`src/rtl/cd_mesh_pkg.sv`:
```
// -----------------------------------------------------------------------------
// cd_mesh_pkg
// Shared definitions for the local converge-diverge mesh blocks:
//   - flit field positions (destination index, head and tail markers)
//   - dest2oh: 2-bit router index to one-hot route select
//   - per-channel FSM state encoding
// -----------------------------------------------------------------------------
package cd_mesh_pkg;

  localparam int DEST_LSB = 48;
  localparam int HEAD_BIT = 63;
  localparam int TAIL_BIT = 62;

  localparam logic [0:0] IDLE = 1'b0;
  localparam logic [0:0] BUSY = 1'b1;

  // Index 0 selects 0001, index 3 selects 1000.
  function automatic logic [3:0] dest2oh(input logic [1:0] dest);
    return 4'b0001 << dest;
  endfunction

endpackage

```
`src/rtl/cd_reply_route_ctrl_if.sv`:
```
// -----------------------------------------------------------------------------
// cd_reply_route_ctrl_if
// Reply-channel bundle between the crossbar and the route controller.
//   cv_si_r  : per-channel flit valid
//   cv_ri_r  : per-channel ready as driven by the crossbar
//   cv_di_r  : two flits, channel i in [DATA_W*(i+1)-1 : DATA_W*i]
//   sel_cv0/1: one-hot route per channel, 0000 = stall
// Modports: master = crossbar side, slave = route controller side.
// -----------------------------------------------------------------------------
interface cd_reply_route_ctrl_if #(
  parameter int DATA_W = 64
);
  logic [1:0]          cv_si_r;
  logic [1:0]          cv_ri_r;
  logic [2*DATA_W-1:0] cv_di_r;
  logic [3:0]          sel_cv0;
  logic [3:0]          sel_cv1;

  modport master (
    output cv_si_r, cv_ri_r, cv_di_r,
    input  sel_cv0, sel_cv1
  );

  modport slave (
    input  cv_si_r, cv_ri_r, cv_di_r,
    output sel_cv0, sel_cv1
  );
endinterface

```
`src/rtl/cd_reply_route_ctrl_chan_fsm.sv`:
```
// -----------------------------------------------------------------------------
// cd_reply_chan_fsm
// Per-channel packet lock. Captures the granted route on the transfer of an
// opening flit without tail and holds it until the tail transfers.
//   clk, reset : clock, synchronous active-high reset
//   xfer       : a flit on this channel transferred this cycle
//   head, tail : marker bits of the current flit
//   sel        : route granted to this channel this cycle
//   busy       : channel is locked mid-packet (registered)
//   lock       : locked route, 0000 when idle
//   hdr_err    : a non-head flit transferred while idle (one-cycle pulse)
// -----------------------------------------------------------------------------
module cd_reply_chan_fsm
  import cd_mesh_pkg::*;
(
  input  logic       clk,
  input  logic       reset,
  input  logic       xfer,
  input  logic       head,
  input  logic       tail,
  input  logic [3:0] sel,
  output logic       busy,
  output logic [3:0] lock,
  output logic       hdr_err
);

  logic [0:0] state;

  assign busy    = (state == BUSY);
  assign hdr_err = xfer && (state == IDLE) && !head;

  // NOTE: state registers use non-blocking assignments so every flop samples
  // pre-edge values regardless of statement order.
  always_ff @(posedge clk) begin
    if (reset) begin
      state <= IDLE;
      lock  <= 4'b0000;
    end else if (xfer) begin
      case (state)
        IDLE: begin
          // A headless flit is still routed as a head; only tail decides.
          if (!tail) begin
            state <= BUSY;
            lock  <= sel;
          end
        end
        default: begin
          if (tail) begin
            state <= IDLE;
            lock  <= 4'b0000;
          end
        end
      endcase
    end
  end

endmodule

```
`src/rtl/cd_reply_route_ctrl.sv`:
```
// -----------------------------------------------------------------------------
// cd_reply_route_ctrl
// Reply-path route controller for the 4x2 converge-diverge crossbar. Decodes
// head-flit destinations on both converged reply channels into one-hot
// selects, locks routes for multi-flit packets and resolves same-destination
// head conflicts round-robin. A stalled channel sees sel = 0000.
//   clk, reset   : clock, synchronous active-high reset
//   bus          : reply-channel valid/ready/flits in, sel_cv0/sel_cv1 out
//   busy[1:0]    : channel locked mid-packet
//   proto_err    : sticky, a non-head flit arrived on an idle channel
//   conflict_cnt : saturating count of stalled valid channel-cycles, present
//                  only when CD_REPLY_ROUTE_CTRL_STATS_EN is defined
// -----------------------------------------------------------------------------
module cd_reply_route_ctrl
  import cd_mesh_pkg::*;
#(
  parameter int DATA_W   = 64,
  parameter int DEST_LSB = cd_mesh_pkg::DEST_LSB,
  parameter int HEAD_BIT = cd_mesh_pkg::HEAD_BIT,
  parameter int TAIL_BIT = cd_mesh_pkg::TAIL_BIT,
  parameter int STAT_W   = 16
) (
  input  logic                 clk,
  input  logic                 reset,
  cd_reply_route_ctrl_if.slave bus,
  output logic [1:0]           busy,
  output logic                 proto_err
`ifdef CD_REPLY_ROUTE_CTRL_STATS_EN
  ,
  output logic [STAT_W-1:0]    conflict_cnt
`endif
);

  logic [1:0]      vld, head, tail, xfer, hdr_err;
  logic [1:0][3:0] dec, lock, cand, sel;
  logic            prio;
  logic            conflict;

  for (genvar i = 0; i < 2; i++) begin : g_chan
    logic [DATA_W-1:0] flit;
    assign flit    = bus.cv_di_r[DATA_W*i +: DATA_W];
    assign vld[i]  = bus.cv_si_r[i];
    assign dec[i]  = dest2oh(flit[DEST_LSB +: 2]);
    assign head[i] = flit[HEAD_BIT];
    assign tail[i] = flit[TAIL_BIT];
    // A stalled channel cannot transfer even if ready is seen high.
    assign xfer[i] = vld[i] && bus.cv_ri_r[i] && (sel[i] != 4'b0000);

    cd_reply_chan_fsm u_fsm (
      .clk     (clk),
      .reset   (reset),
      .xfer    (xfer[i]),
      .head    (head[i]),
      .tail    (tail[i]),
      .sel     (sel[i]),
      .busy    (busy[i]),
      .lock    (lock[i]),
      .hdr_err (hdr_err[i])
    );
  end

  always_comb begin
    // NOTE: every output of this block gets a default first so no path can
    // leave it unassigned and infer a latch.
    cand     = '0;
    sel      = '0;
    conflict = !busy[0] && !busy[1] && vld[0] && vld[1] && (dec[0] == dec[1]);
    for (int i = 0; i < 2; i++) begin
      cand[i] = busy[i] ? lock[i] : (vld[i] ? dec[i] : 4'b0000);
      sel[i]  = cand[i];
      if (!busy[i]) begin
        // A locked route on the other channel always beats a new head.
        if (busy[1-i] && (cand[i] == lock[1-i])) begin
          sel[i] = 4'b0000;
        end else if (conflict && (int'(prio) != i)) begin
          sel[i] = 4'b0000;
        end
      end
    end
  end

  assign bus.sel_cv0 = sel[0];
  assign bus.sel_cv1 = sel[1];

  // prio moves only once the winner's flit is accepted, so the grant stays
  // stable while the output is back-pressured.
  always_ff @(posedge clk) begin
    if (reset) begin
      prio      <= 1'b0;
      proto_err <= 1'b0;
    end else begin
      if (conflict && xfer[prio]) prio <= ~prio;
      if (|hdr_err)               proto_err <= 1'b1;
    end
  end

`ifdef CD_REPLY_ROUTE_CTRL_STATS_EN
  logic [1:0]      stall;
  logic [STAT_W:0] cnt_sum;

  assign stall[0] = vld[0] && (sel[0] == 4'b0000);
  assign stall[1] = vld[1] && (sel[1] == 4'b0000);
  assign cnt_sum  = {1'b0, conflict_cnt} + (STAT_W+1)'(stall[0])
                  + (STAT_W+1)'(stall[1]);

  always_ff @(posedge clk) begin
    if (reset)                conflict_cnt <= '0;
    else if (cnt_sum[STAT_W]) conflict_cnt <= '1;
    else                      conflict_cnt <= cnt_sum[STAT_W-1:0];
  end
`endif

endmodule

```
`src/flat_wrapper.sv`:
```
// flat-port wrapper written by rule: the top's interface ports become plain ports
module cd_reply_route_ctrl_flat import cd_mesh_pkg::*;
#(
  parameter int DATA_W   = 64,
  parameter int DEST_LSB = cd_mesh_pkg::DEST_LSB,
  parameter int HEAD_BIT = cd_mesh_pkg::HEAD_BIT,
  parameter int TAIL_BIT = cd_mesh_pkg::TAIL_BIT,
  parameter int STAT_W   = 16
)
  (clk, reset, busy, proto_err, bus_cv_si_r, bus_cv_ri_r, bus_cv_di_r, bus_sel_cv0, bus_sel_cv1);
  cd_reply_route_ctrl_if #(.DATA_W(DATA_W)) bus_i ();
  input  logic clk;
  input  logic reset;
  output logic [1:0] busy;
  output logic proto_err;
  input wire logic [$bits(bus_i.cv_si_r)-1:0] bus_cv_si_r;
  input wire logic [$bits(bus_i.cv_ri_r)-1:0] bus_cv_ri_r;
  input wire logic [$bits(bus_i.cv_di_r)-1:0] bus_cv_di_r;
  output wire logic [$bits(bus_i.sel_cv0)-1:0] bus_sel_cv0;
  output wire logic [$bits(bus_i.sel_cv1)-1:0] bus_sel_cv1;
  assign bus_i.cv_si_r = bus_cv_si_r;
  assign bus_i.cv_ri_r = bus_cv_ri_r;
  assign bus_i.cv_di_r = bus_cv_di_r;
  assign bus_sel_cv0 = bus_i.sel_cv0;
  assign bus_sel_cv1 = bus_i.sel_cv1;
  cd_reply_route_ctrl #(.DATA_W(DATA_W), .DEST_LSB(DEST_LSB), .HEAD_BIT(HEAD_BIT), .TAIL_BIT(TAIL_BIT), .STAT_W(STAT_W)) u_core (.clk(clk), .reset(reset), .bus(bus_i), .busy(busy), .proto_err(proto_err));
endmodule
```
`config.mk`:
```
export PLATFORM = sky130hd
export DESIGN_NAME = cd_reply_route_ctrl_flat
export DESIGN_NICKNAME = d
export VERILOG_FILES = /design/src/rtl/cd_mesh_pkg.sv /design/src/rtl/cd_reply_route_ctrl_if.sv /design/src/rtl/cd_reply_route_ctrl_chan_fsm.sv /design/src/rtl/cd_reply_route_ctrl.sv /design/src/flat_wrapper.sv
export SDC_FILE = /design/constraint.sdc
export NUM_CORES = 1
export LEC_CHECK = 0
export BUFFER_PORTS_ARGS = -buffer_cell sky130_fd_sc_hd__buf_2
export CAP_MARGIN = 10
export CORE_MARGIN = 1
export CORE_UTILIZATION = 27
export DETAILED_ROUTE_END_ITERATION = 8
export PLACE_DENSITY = 0.84
export SLEW_MARGIN = 20
export SYNTH_ARGS = -nofsm -noshare
export SYNTH_HDL_FRONTEND = slang
export SYNTH_SLANG_ARGS = --single-unit
export TNS_END_PERCENT = 20
```
`constraint.sdc`:
```
create_clock -name clk -period 2.9 [get_ports clk]
set_input_delay 0.435 -clock clk [delete_from_list [all_inputs] [get_ports clk]]
set_output_delay 0.435 -clock clk [all_outputs]
set_load 0.1 [all_outputs]
```
==> out/qor.txt, run 1 <==
Iter 0 DRT Violations: 48
Setup_tns: 0 ns
CTS tree: built
HP Class: in2reg
Skew-Pair Late Insertion Delay: 0.29 ns
Row count: 19
Metal2 WL: 1050 µm
Layout filler cell count: 302
Clk slew on worst S/H paths: 0.08 ns
CP max FO: 9
Synth Warn #: 0
Die area: 3370 µm²
Remaining global-route overflow: 0
Die Height: 58.0 µm
Finished Layout Cells: 171
Worst Path Required: 2.47 ns
Post-Syn Area: 847 µm²
Final Net Count: 275
Pwr dens: 452 nW/µm²
Residual DRC: 2
Drt total wl: 2370 µm
Max layer used: met4
Vias in the first global route: 828
Syn_nets: 245
Max Slew Vio Count: 0
Fin crit period: 2.82 ns
Number of different library cells in the post-synthesis netlist: 31
Fraction of registers with async set/reset: 0
Largest net degree at the start of global routing: 11
Top cells by area, synth: dfxtp_1, a32oi_1, o22ai_1
Status: finished with violations
Die Wd: 58.0 µm
Arrival @ worst endpoint: 2.39 ns
Number of iterations in the first detailed-routing pass: 6
Met1 wire length: 1110 µm
Number of antenna cells inserted: 0
Syn_area_per_cell: 7.63 µm²
Util after Layout: 0.379
Mapped Cells: 111
Final WS setup: 0.0775 ns
Clock sink total: 12
Critical Path Start Type: flip-flop
Final setup viols: 0
CP Class: reg2out
HPWL Detailed: 1830 µm
Post-synthesis register bit count: 12
Clock tree buffer depth: 2
RSZ-0062 raised after global routing: false
Leakage: 0.000434 µW
Num CTS Buffers: 3
Layout cells sized above 1: 0.293
Cts hold-fix bufs: 0
Via density per instance: 5.56
Area growth, synth to finish: 27.8%
Worst Skew: 0.00579 ns
Final hold viol count: 0
Placed Cells: 167
Via count: 950
Failing checks: design-rule violations
First-pass GRT wire length: 3650 µm
I/O Buffers: 24
Post-route ant nets: 0
Count leader, synth: dfxtp_1
Slew HR: 0.675
Clk root buf: clkbuf_4
Routability-driven placement congestion ratio: 0.848
Dpl ws: 0.0851 ns
Initial antenna violation count: 0
Kind of end point of the critical path: output pin
Starting density of the core: 0.297
Max Clock Freq: 0.354 GHz
Register area share after synthesis: 0.284
Primary FF master, synth: dfxtp_1
Core box area: 2850 µm²
Final period utilization: 0.973
Wire per inst: 13.9 µm
Worst Max-Slew Pin Slew: 0.482 ns
VDD IR max: 0.000326 V
GRT Total Usage: 0.143
Top cells by count, synth: dfxtp_1, nor2_1, inv_1
Boundary Pins: 145
CTS HTree Levels: 1
EDFF count, synth: 0
Met3 routed WL: 150 µm
Area share of the leading cell type in the synthesized netlist: 0.284
Area leader, netlist: dfxtp_1
Max Cap Violations: 0
WHS: 0.321 ns
-- cell families (layout without fill, tap and decap cells) --
| kind of cell | Yosys count | after routing | synth area share |
|---|---|---|---|
| compound gates | 32 | 32 | 0.273 |
| xor+xnor | 8 | 8 | 0.0827 |
| buf+inv | 15 | 44 | 0.0753 |
| flops | 12 | 12 | 0.284 |
| mux | 2 | 2 | 0.0251 |
| simple gates | 42 | 42 | 0.260 |
-- worst paths after layout --
kind | end | depth (start not counted) | start | slack [ns]
setup / recovery | bus_sel_cv1[2] | 7 | u_core.g_chan[1].u_fsm.busy$_SDFFE_PP0P_ | 0.08
hold / removal | u_core.proto_err$_SDFFE_PP0P_ | 2 | bus_cv_di_r[127] | 0.32
setup reg to reg | u_core.g_chan[1].u_fsm.lock[0]$_SDFFE_PP0P_ | 6 | u_core.g_chan[1].u_fsm.busy$_SDFFE_PP0P_ | 0.90
hold reg to reg | u_core.proto_err$_SDFFE_PP0P_ | 2 | u_core.proto_err$_SDFFE_PP0P_ | 0.51
-- flip-flops by register name (all words and copies together), names as in the netlist --
signal / cells
u_core.g_chan.u_fsm.lock: 8
u_core.g_chan.u_fsm.busy: 2
u_core.prio: 1
u_core.proto_err: 1
-- worst max-delay path: stages (launching register included) --
cell and delay (ns):
dfxtp_1 0.34, buf_4 0.17, a32oi_1 0.25, mux2_2 0.39
or4_4 0.46, a21oi_4 0.17, nor2_1 0.06, buf_4 0.24
-- metal layers --
layer  up-vias  track usage
met5         -            0
met4         0       0.0816
met3         5       0.0134
met2        39        0.210
met1       428        0.202
li1        478            -
-- metrics by stage --
step	area, µm²	power [µW]
floorplan	847	311
detailed placement	1020	349
CTS	1060	488
global placement	1020	348
finish	1080	490
global route	1080	510
-- final cells by class --
cell class,count,area [µm²],area share
repair buffers,30,175,0.162
well taps,31,38.8,0.0358
multi-input cells,84,553,0.511
flip-flops and latches,12,241,0.223
clock buffers,4,36.3,0.0335
inverters,10,37.5,0.0347
-- power by group --
part / total [µW] / leakage (µW) / internal [µW] / switching [µW]
combinational: 175 / 0.000315 / 48.4 / 126
clock: 138 / 0.0000210 / 76.6 / 61.7
sequential: 177 / 0.0000977 / 170 / 6.67
-- placed cells by master, fill, tap and decap left out, types with 2 or more instances in the layout --
| cell type | netlist | routed |
|---|---|---|
| nand3_1 | 7 | 7 |
| nand2_1 | 7 | 7 |
| clkbuf_4 | 0 | 3 |
| a32oi_1 | 9 | 8 |
| buf_2 | 0 | 20 |
| nor4_1 | 7 | 7 |
| a21oi_1 | 5 | 5 |
| dfxtp_1 | 12 | 11 |
| o22ai_1 | 9 | 9 |
| xnor2_1 | 6 | 6 |
| nor2_1 | 11 | 11 |
| buf_4 | 2 | 10 |
| xor2_1 | 2 | 2 |
| nor3_1 | 2 | 2 |
| o21ai_0 | 2 | 2 |
| inv_1 | 10 | 10 |
| a211oi_1 | 2 | 2 |
-- timing repair --
item,in CTS,in global routing
endpoints found under the setup margin,0,8
gates resized for setup,0,11
setup buffers,0,0
Note: power is estimated with default switching activity, not from simulation.
==> run 2, diff against run 1 <==
==> constraint.sdc (replaced) <==
create_clock -name clk -period 2.7 [get_ports clk]
set_input_delay 0.405 -clock clk [delete_from_list [all_inputs] [get_ports clk]]
set_output_delay 0.405 -clock clk [all_outputs]
set_load 0.1 [all_outputs]
==> run 2 against run 1 <==
The run still ends with design-rule violations left; setup slack got worse by 0.042 ns; clock skew fell by 0.00079 ns; largest cell class unchanged; non-clock buffer count up 6; final area up 7.6%; sequential share of layout area fell by 1.4 points.
==> out/qor.txt, run 2 (synthesis results as in run 1) <==
Post-route ant nets: 0
GRT Total Usage: 0.157
Layout cells sized above 1: 0.329
Hold depth: 2
Clock sink total: 12
Final Net Count: 281
Int Pwr: 326 µW
Final hold viol count: 0
VDD IR max: 0.000289 V
CTS HTree Levels: 1
Area growth, synth to finish: 37.5%
Num CTS Buffers: 3
Wire per inst: 14.4 µm
CP max FO: 11
Switch share: 0.393
Max reg flops: 8
Placed Cells: 172
I/O Buffers: 24
Worst Max-Slew Pin Slew: 0.484 ns
HPWL Detailed: 1960 µm
Largest net degree at the start of global routing: 16
Clk root buf: clkbuf_4
Die Wd: 58.0 µm
Clock tree buffer depth: 2
Pwr dens: 461 nW/µm²
Worst R2R Path Depth: 7
Critical Path Start Type: flip-flop
Sequential fraction of design power: 0.349
Max Clock Freq: 0.375 GHz
Finished Layout Cells: 177
Row count: 19
Final Power: 538 µW
Leakage: 0.000480 µW
Iter 0 DRT Violations: 35
Clk slew on worst S/H paths: 0.08 ns
Via density per instance: 5.54
Drt total wl: 2560 µm
Number of antenna cells inserted: 0
Cts hold-fix bufs: 0
Final setup viols: 0
Kind of end point of the critical path: output pin
Residual DRC: 2
Final period utilization: 0.987
Setup_tns: 0 ns
Worst Skew: 0.00500 ns
Remaining global-route overflow: 0
Max Cap Violations: 0
Number of iterations in the first detailed-routing pass: 6
Skew-Pair Late Insertion Delay: 0.27 ns
Max Slew Vio Count: 0
Slew HR: 0.680
Arrival @ worst endpoint: 2.26 ns
Largest Register: u_core.g_chan.u_fsm.lock
Vias in the first global route: 917
First-pass GRT wire length: 4110 µm
Clock share of power: 0.269
Die Height: 58.0 µm
Status: finished with violations
Layout filler cell count: 290
Util after Layout: 0.408
Core box area: 2850 µm²
Worst Path Required: 2.30 ns
Boundary Pins: 145
CTS tree: built
CP Class: reg2out
Routability-driven placement congestion ratio: 0.813
HP Class: in2reg
Comb power frac: 0.382
Starting density of the core: 0.297
Initial antenna violation count: 0
Via count: 981
Most common cell after layout, fill and taps aside: buf_2
Most frequent cells in the layout: buf_2, nor2_1, buf_4, dfxtp_1, inv_1
Failing checks: design-rule violations
Die area: 3370 µm²
Fin crit period: 2.66 ns
Net switching power figure: 211 µW
run 2: cell count changes in the layout (fill, tap and decap cells not counted), sizes merged:
cell	delta
buf	+6
run 2: critical path, cell delays in order (launching register included):
cell and delay, ns:
dfxtp_4 0.37, buf_6 0.14, a32oi_2 0.20, mux2_4 0.34, or4_4 0.46, a21oi_4 0.21, nor2_1 0.08, buf_6 0.18
run 2: through the flow:
stage | cell area, µm² | hold slack (ns) | setup slack (ns)
floorplan | 847 | 0.475 | -0.218
global placement | 1060 | 0.473 | 0.0101
detailed placement | 1060 | 0.515 | -0.0425
CTS | 1130 | 0.313 | 0.0109
global route | 1160 | 0.322 | -0.00859
finish | 1160 | 0.318 | 0.0359
run 2: worst paths after layout:
| kind | from | end | slack [ns] |
|---|---|---|---|
| min | bus_cv_di_r[127] | u_core.proto_err$_SDFFE_PP0P_ | 0.32 |
| max | u_core.g_chan[1].u_fsm.busy$_SDFFE_PP0P_ | bus_sel_cv1[2] | 0.04 |
| max reg2reg | u_core.g_chan[1].u_fsm.busy$_SDFFE_PP0P_ | u_core.g_chan[1].u_fsm.lock[2]$_SDFFE_PP0P_ | 0.67 |
| min reg2reg | u_core.proto_err$_SDFFE_PP0P_ | u_core.proto_err$_SDFFE_PP0P_ | 0.53 |
run 2: area by class of cell:
| class | instances | area [µm²] | share of cell area |
|---|---|---|---|
| inverters | 10 | 37.5 | 0.0322 |
| well taps | 31 | 38.8 | 0.0333 |
| multi-input cells | 84 | 569 | 0.489 |
| clock buffers | 4 | 36.3 | 0.0311 |
| flip-flops and latches | 12 | 244 | 0.209 |
| repair buffers | 36 | 239 | 0.205 |
run 2: timing repair:
item,4_1_cts,5_1_grt
endpoints found under the setup margin,4,4
buffers inserted,0,1
pin swaps,0,2
gates resized for setup,10,6
endpoints found under the hold margin,0,0
run 2: power by group through the flow:
stage | Sequential, µW | Combinational [µW] | Clock, µW
floorplan | 203 | 131 | 0
global placement | 190 | 188 | 0
detailed placement | 191 | 192 | 0
CTS | 187 | 198 | 149
global route | 188 | 217 | 153
finish | 188 | 205 | 145
run 2: layer usage:
metal / part of all wire / vias up / track usage
li1: - / 493 / -
met1: 0.45 / 452 / 0.216
met2: 0.48 / 34 / 0.243
met3: 0.066 / 2 / 0.0179
met4: 0.0039 / 0 / 0.0748
met5: 0 / - / 0
